--- config.mk ---
export PLATFORM = sky130hd
export DESIGN_NAME = branch_unit
export DESIGN_NICKNAME = d
export VERILOG_FILES = /design/src/rtl/branch_unit_pkg.sv /design/src/rtl/branch_cond_eval.sv /design/src/rtl/branch_unit.sv
export SDC_FILE = /design/constraint.sdc
export NUM_CORES = 1
export LEC_CHECK = 0
export CORE_UTILIZATION = 49
export DETAILED_ROUTE_END_ITERATION = 8
export PLACE_DENSITY_LB_ADDON = 0.3
export SLEW_MARGIN = 20
export SYNTH_ARGS = -nofsm -noshare
export SYNTH_HDL_FRONTEND = slang
export SYNTH_HIERARCHICAL = 1
export SYNTH_SLANG_ARGS = --single-unit
--- constraint.sdc ---
create_clock -name clk -period 8.8 [get_ports clk]
set_clock_uncertainty 0.15 [all_clocks]
set_input_delay 0.88 -clock clk [delete_from_list [all_inputs] [get_ports clk]]
set_output_delay 0.88 -clock clk [all_outputs]
set_load 0.01 [all_outputs]
--- src/rtl/branch_unit_pkg.sv ---
// Shared condition-code and FSM-state encodings for the branch unit and the decoder.
// Flag vectors are packed {Z,C,S,V}, MSB first.
package branch_unit_pkg;

  localparam logic [3:0] COND_NEVER = 4'd0;
  localparam logic [3:0] COND_BR    = 4'd1;
  localparam logic [3:0] COND_BZ    = 4'd2;
  localparam logic [3:0] COND_BNZ   = 4'd3;
  localparam logic [3:0] COND_BCY   = 4'd4;
  localparam logic [3:0] COND_BNCY  = 4'd5;
  localparam logic [3:0] COND_BS    = 4'd6;
  localparam logic [3:0] COND_BNS   = 4'd7;
  localparam logic [3:0] COND_BV    = 4'd8;
  localparam logic [3:0] COND_BNV   = 4'd9;
  localparam logic [3:0] COND_JR    = 4'd10;
  localparam logic [3:0] COND_CALL  = 4'd11;

  localparam logic ST_RUN   = 1'b0;
  localparam logic ST_FLUSH = 1'b1;

  localparam int FLAG_Z = 3;
  localparam int FLAG_C = 2;
  localparam int FLAG_S = 1;
  localparam int FLAG_V = 0;

endpackage

--- src/rtl/branch_cond_eval.sv ---
// Combinational condition evaluator: (condition code, {Z,C,S,V}) -> cond_true.
module branch_cond_eval
  import branch_unit_pkg::*;
(
  input  logic [3:0] cond,
  input  logic [3:0] flags,
  output logic       cond_true
);

  always_comb begin
    cond_true = 1'b0;
    case (cond)
      COND_BR:   cond_true = 1'b1;
      COND_BZ:   cond_true = flags[FLAG_Z];
      COND_BNZ:  cond_true = !flags[FLAG_Z];
      COND_BCY:  cond_true = flags[FLAG_C];
      COND_BNCY: cond_true = !flags[FLAG_C];
      COND_BS:   cond_true = flags[FLAG_S];
      COND_BNS:  cond_true = !flags[FLAG_S];
      COND_BV:   cond_true = flags[FLAG_V];
      COND_BNV:  cond_true = !flags[FLAG_V];
      COND_JR:   cond_true = 1'b1;
      COND_CALL: cond_true = 1'b1;
      default:   cond_true = 1'b0;
    endcase
  end

endmodule

--- src/rtl/branch_unit.sv ---
// Flag register, PC and branch resolution with a one-cycle wrong-path flush.
// Define FLAG_BYPASS_EN to let a branch see the flags of a same-cycle flag-setting op.
module branch_unit
  import branch_unit_pkg::*;
#(
  parameter int              PC_W     = 32,
  parameter logic [PC_W-1:0] RESET_PC = '0
) (
  input  logic            clk,
  input  logic            rst,
  input  logic            stall,
  input  logic            flag_we,
  input  logic            zFlag,
  input  logic            carryFlag,
  input  logic            signFlag,
  input  logic            overflowFlag,
  input  logic            br_valid,
  input  logic [3:0]      br_cond,
  input  logic [PC_W-1:0] br_off,
  input  logic [PC_W-1:0] rs_,
  output logic [PC_W-1:0] pc,
  output logic [3:0]      flags,
  output logic            taken,
  output logic            flush,
  output logic            link_we,
  output logic [PC_W-1:0] link_addr
);

  logic [3:0]      alu_flags;
  logic [3:0]      eval_flags;
  logic            cond_true;
  logic            state;
  logic [PC_W-1:0] pc_plus4;
  logic [PC_W-1:0] target;
  logic            rs_lo_unused;

  assign alu_flags    = {zFlag, carryFlag, signFlag, overflowFlag};
  assign rs_lo_unused = ^rs_[1:0];

`ifdef FLAG_BYPASS_EN
  assign eval_flags = flag_we ? alu_flags : flags;
`else
  assign eval_flags = flags;
`endif

  branch_cond_eval u_cond_eval (
    .cond      (br_cond),
    .flags     (eval_flags),
    .cond_true (cond_true)
  );

  assign pc_plus4  = pc + PC_W'(4);
  assign target    = (br_cond == COND_JR) ? {rs_[PC_W-1:2], 2'b00}
                                          : pc_plus4 + (br_off << 2);
  assign taken     = br_valid && cond_true && (state == ST_RUN) && !stall;
  assign link_we   = taken && (br_cond == COND_CALL);
  assign link_addr = pc_plus4;
  assign flush     = (state == ST_FLUSH);

  // Fetch/state boundary: a taken transfer always costs exactly one flushed slot.
  always_ff @(posedge clk) begin
    if (rst) begin
      pc    <= RESET_PC;
      flags <= 4'b0000;
      state <= ST_RUN;
    end else if (!stall) begin
      pc    <= taken ? target : pc_plus4;
      state <= taken ? ST_FLUSH : ST_RUN;
      if (flag_we)
        flags <= alu_flags;
    end
  end

endmodule

==> metrics.cfg <==
[worst_setup_path]
cp_num_buf_inv = 3
path_cells = clkdlybuf4s50_1 > mux2i_1 > nor3b_1 > a21oi_1 > o22ai_1 > nand3_1 > inv_1 > clkdlybuf4s50_1
critPathLaunchType = primary input
arrival_ns = 4.04
critPathLaunch = br_cond[1]
cpMostUsedCell = clkdlybuf4s50_1
reg2reg_from = pc[2]
slowest_stage = inv_1
cp-endpoint = taken
critPathMaxStageDelay_ns = 0.86
path_class = primary input to output port
crit_path_max_fanout = 25
reg2reg_to = pc[31]
reg2regPathDepth = 13
end_kind = output port
path_delay_family = buffers and inverters
worst-path-stages = 8
cp.required_ns = 7.77
r2r_setup_slack_ns = 3.92

[clock_network]
clockBufferDepth = 2
clock-root-buffer = clkbuf_8
ctsHoldBuffers = 0
cts_buffers = 5
cts-resized-gates = 0
cts_tree = yes
post_cts_buffers = 0
clkTransAtPathRegs_ns = 0.08
clock-sinks = 35
clk_latency_ns = 0.29
htree_levels = 2

[synthesis]
syn-cell-area_um2 = 4090
synth_top_family_by_area = compound AO/OA/AOI/OAI gates
yosys.area_share.simple = 0.225
synth_common_cells = a21oi_1, nor2_1, nand2_1
synth.area.top_cells = dfxtp_1, ha_1, a21oi_1
syn-instance-count = 551
synth_top_area_frac = 0.171
synth_async_sr_flop_share = 0
synth-compound-area-share = 0.302
synth_mux_area_frac = 0.0220
synth.ff_latch_count = 35
yosysMostFrequentCell = a21oi_1
ys_seq_area_frac = 0.171
synth_top_flop_cell = dfxtp_1
synth_warnings = 6
synthXorXnorAreaFrac = 0.109
synthAdderAreaFrac = 0.115
ys_types = 70
post-synth-top-area-cell = dfxtp_1
synth_edf_count = 0
syn-mean-instance-area_um2 = 7.43

[floorplan]
core_um2 = 7890
dieArea_um2 = 8720
die_h_um = 93.4
num_rows = 32
num_io_pins = 148
start_util = 0.519
die_x_um = 93.4

[global_routing]
overflow = 0
antenna_found_initial = 0
grt_pass1_wl_um = 22000
grt_use_total = 0.319
grt_pass1_vias = 4572
grt_max_degree = 31

[final_layout]
antenna_cells = 0
fin_nets = 789
post-route-util = 0.711
finalInstanceArea_um2 = 5600
fin_cells = 778
syn2layout_area_growth_pct = 37.0
nFillCells = 651
drive_gt1_frac = 0.0459

[timing]
max-slew-margin-rel = 0.446
final.setup.worst_slack_ns = 3.73
rsz0062_at_grt = false
fin_crit_sh = 0.576
tightest_slew_ns = 0.830
whs_ns = 0.343
finalSetupViolCount = 0
period_minus_slack_ns = 5.07
fin_setup_tns_ns = 0
finalHoldViolations = 0
slew_viol_final = 0
fmax_ghz = 0.197

[routing]
wl_per_cell_um = 18.2
drt_iter0_markers = 364
vias = 4787
vias_per_cell = 6.15
route.detailed.drc = 0
ant_nets = 0
firstDrtPassIters = 5
routed_wl_um = 14200

[power_and_ir_drop]
pwr-share-seq = 0.330
powerDensity_nw_per_um2 = 97.5
p_comb_frac = 0.421
fin_total_pwr_mw = 0.547
power_switching_share = 0.356
p_sw_mw = 0.195
clkPwrFrac = 0.249
p_int_mw = 0.352
peakVddDrop_mv = 0.0571
p_leak_nw = 2.27

[worst_hold_path]
min_path_type = register to register

[place]
port_buffers = 139
gp_congestion = 0.968
dpl_cell_area_um2 = 5500
place_inst = 770
post-place-ws_ns = 3.77
dp_hpwl_um = 10800

[job]
maxCapViolations = 0

[status]
status = complete, no violations

==> how the worst min path moves through the flow <==
stage | from | to | slack (ns) | depth (start not counted)
2_1_floorplan | flush | flush | 0.35 | 2
3_3_place_gp | flush | flush | 0.32 | 2
5_1_grt | flush | flush | 0.38 | 2
6_report | flush | flush | 0.34 | 2
4_1_cts | flush | flush | 0.34 | 2
3_5_place_dp | flush | flush | 0.33 | 2
==> kinds of logic (layout without fill, tap and decap cells) <==
logic type | Yosys count | after routing
buffers and inverters | 47 | 169
AO/OA/AOI/OAI | 188 | 188
multiplexers | 9 | 9
adder cells (fa/ha/maj) | 37 | 37
XOR/XNOR | 49 | 49
other | 1 | 4
AND/OR/NAND/NOR | 185 | 185
flip-flops | 35 | 35
==> flip-flops by register name (all words and copies together), names as in the netlist <==
name and count:
flags 4, pc 30, flush 1
==> power groups by stage <==
stage / clock network [mW] / logic [mW] / registers (mW)
floorplan: 0 / 0.127 / 0.184
global placement: 0 / 0.220 / 0.183
detailed placement: 0 / 0.226 / 0.184
CTS: 0.137 / 0.227 / 0.180
global route: 0.142 / 0.249 / 0.182
finish: 0.136 / 0.230 / 0.180
==> worst reg2reg max path: cells and delay by family (launching register included) <==
family | cells | cell delay, ns
compound gates | 8 | 2.16
xor+xnor | 1 | 0.30
fa+ha+maj | 2 | 0.67
flops | 1 | 0.49
simple gates | 2 | 1.00
==> layer usage <==
layer | track usage | wire [µm]
met1 | 0.412 | 6020
met2 | 0.548 | 6680
met3 | 0.0276 | 1120
met4 | 0.122 | 367
met5 | 0 | 0
==> placed cells by master, fill, tap and decap left out, drive strengths merged, types with 3 or more instances in the layout <==
| master | count |
|---|---|
| mux2i | 9 |
| a221oi | 8 |
| a222oi | 6 |
| a22o | 3 |
| o21a | 6 |
| clkbuf | 7 |
| o21ai | 33 |
| o22ai | 6 |
| conb | 4 |
| dfxtp | 35 |
| nand3 | 31 |
| nand3b | 4 |
| o21bai | 7 |
| a21oi | 56 |
| xor2 | 20 |
| clkdlybuf4s50 | 139 |
| nand4 | 8 |
| or3 | 7 |
| o211ai | 7 |
| nand2 | 48 |
| inv | 15 |
| ha | 36 |
| a31oi | 7 |
| nor3 | 14 |
| o221ai | 5 |
| a21o | 19 |
| a211oi | 5 |
| and4 | 3 |
| xnor2 | 29 |
| a22oi | 5 |
| and3 | 5 |
| buf | 5 |
| nor2 | 54 |
==> layout make-up <==
| class | instances | area, µm² | share of cell area |
|---|---|---|---|
| timing repair buffer | 144 | 1430 | 0.255 |
| multi-input combinational | 472 | 3180 | 0.567 |
| clock inverter | 1 | 7.51 | 0.00134 |
| clock buffer | 7 | 96.3 | 0.0172 |
| inverter | 17 | 63.8 | 0.0114 |
| sequential | 35 | 701 | 0.125 |
| tap | 102 | 128 | 0.0228 |
Note: power is estimated with default switching activity, not from simulation.
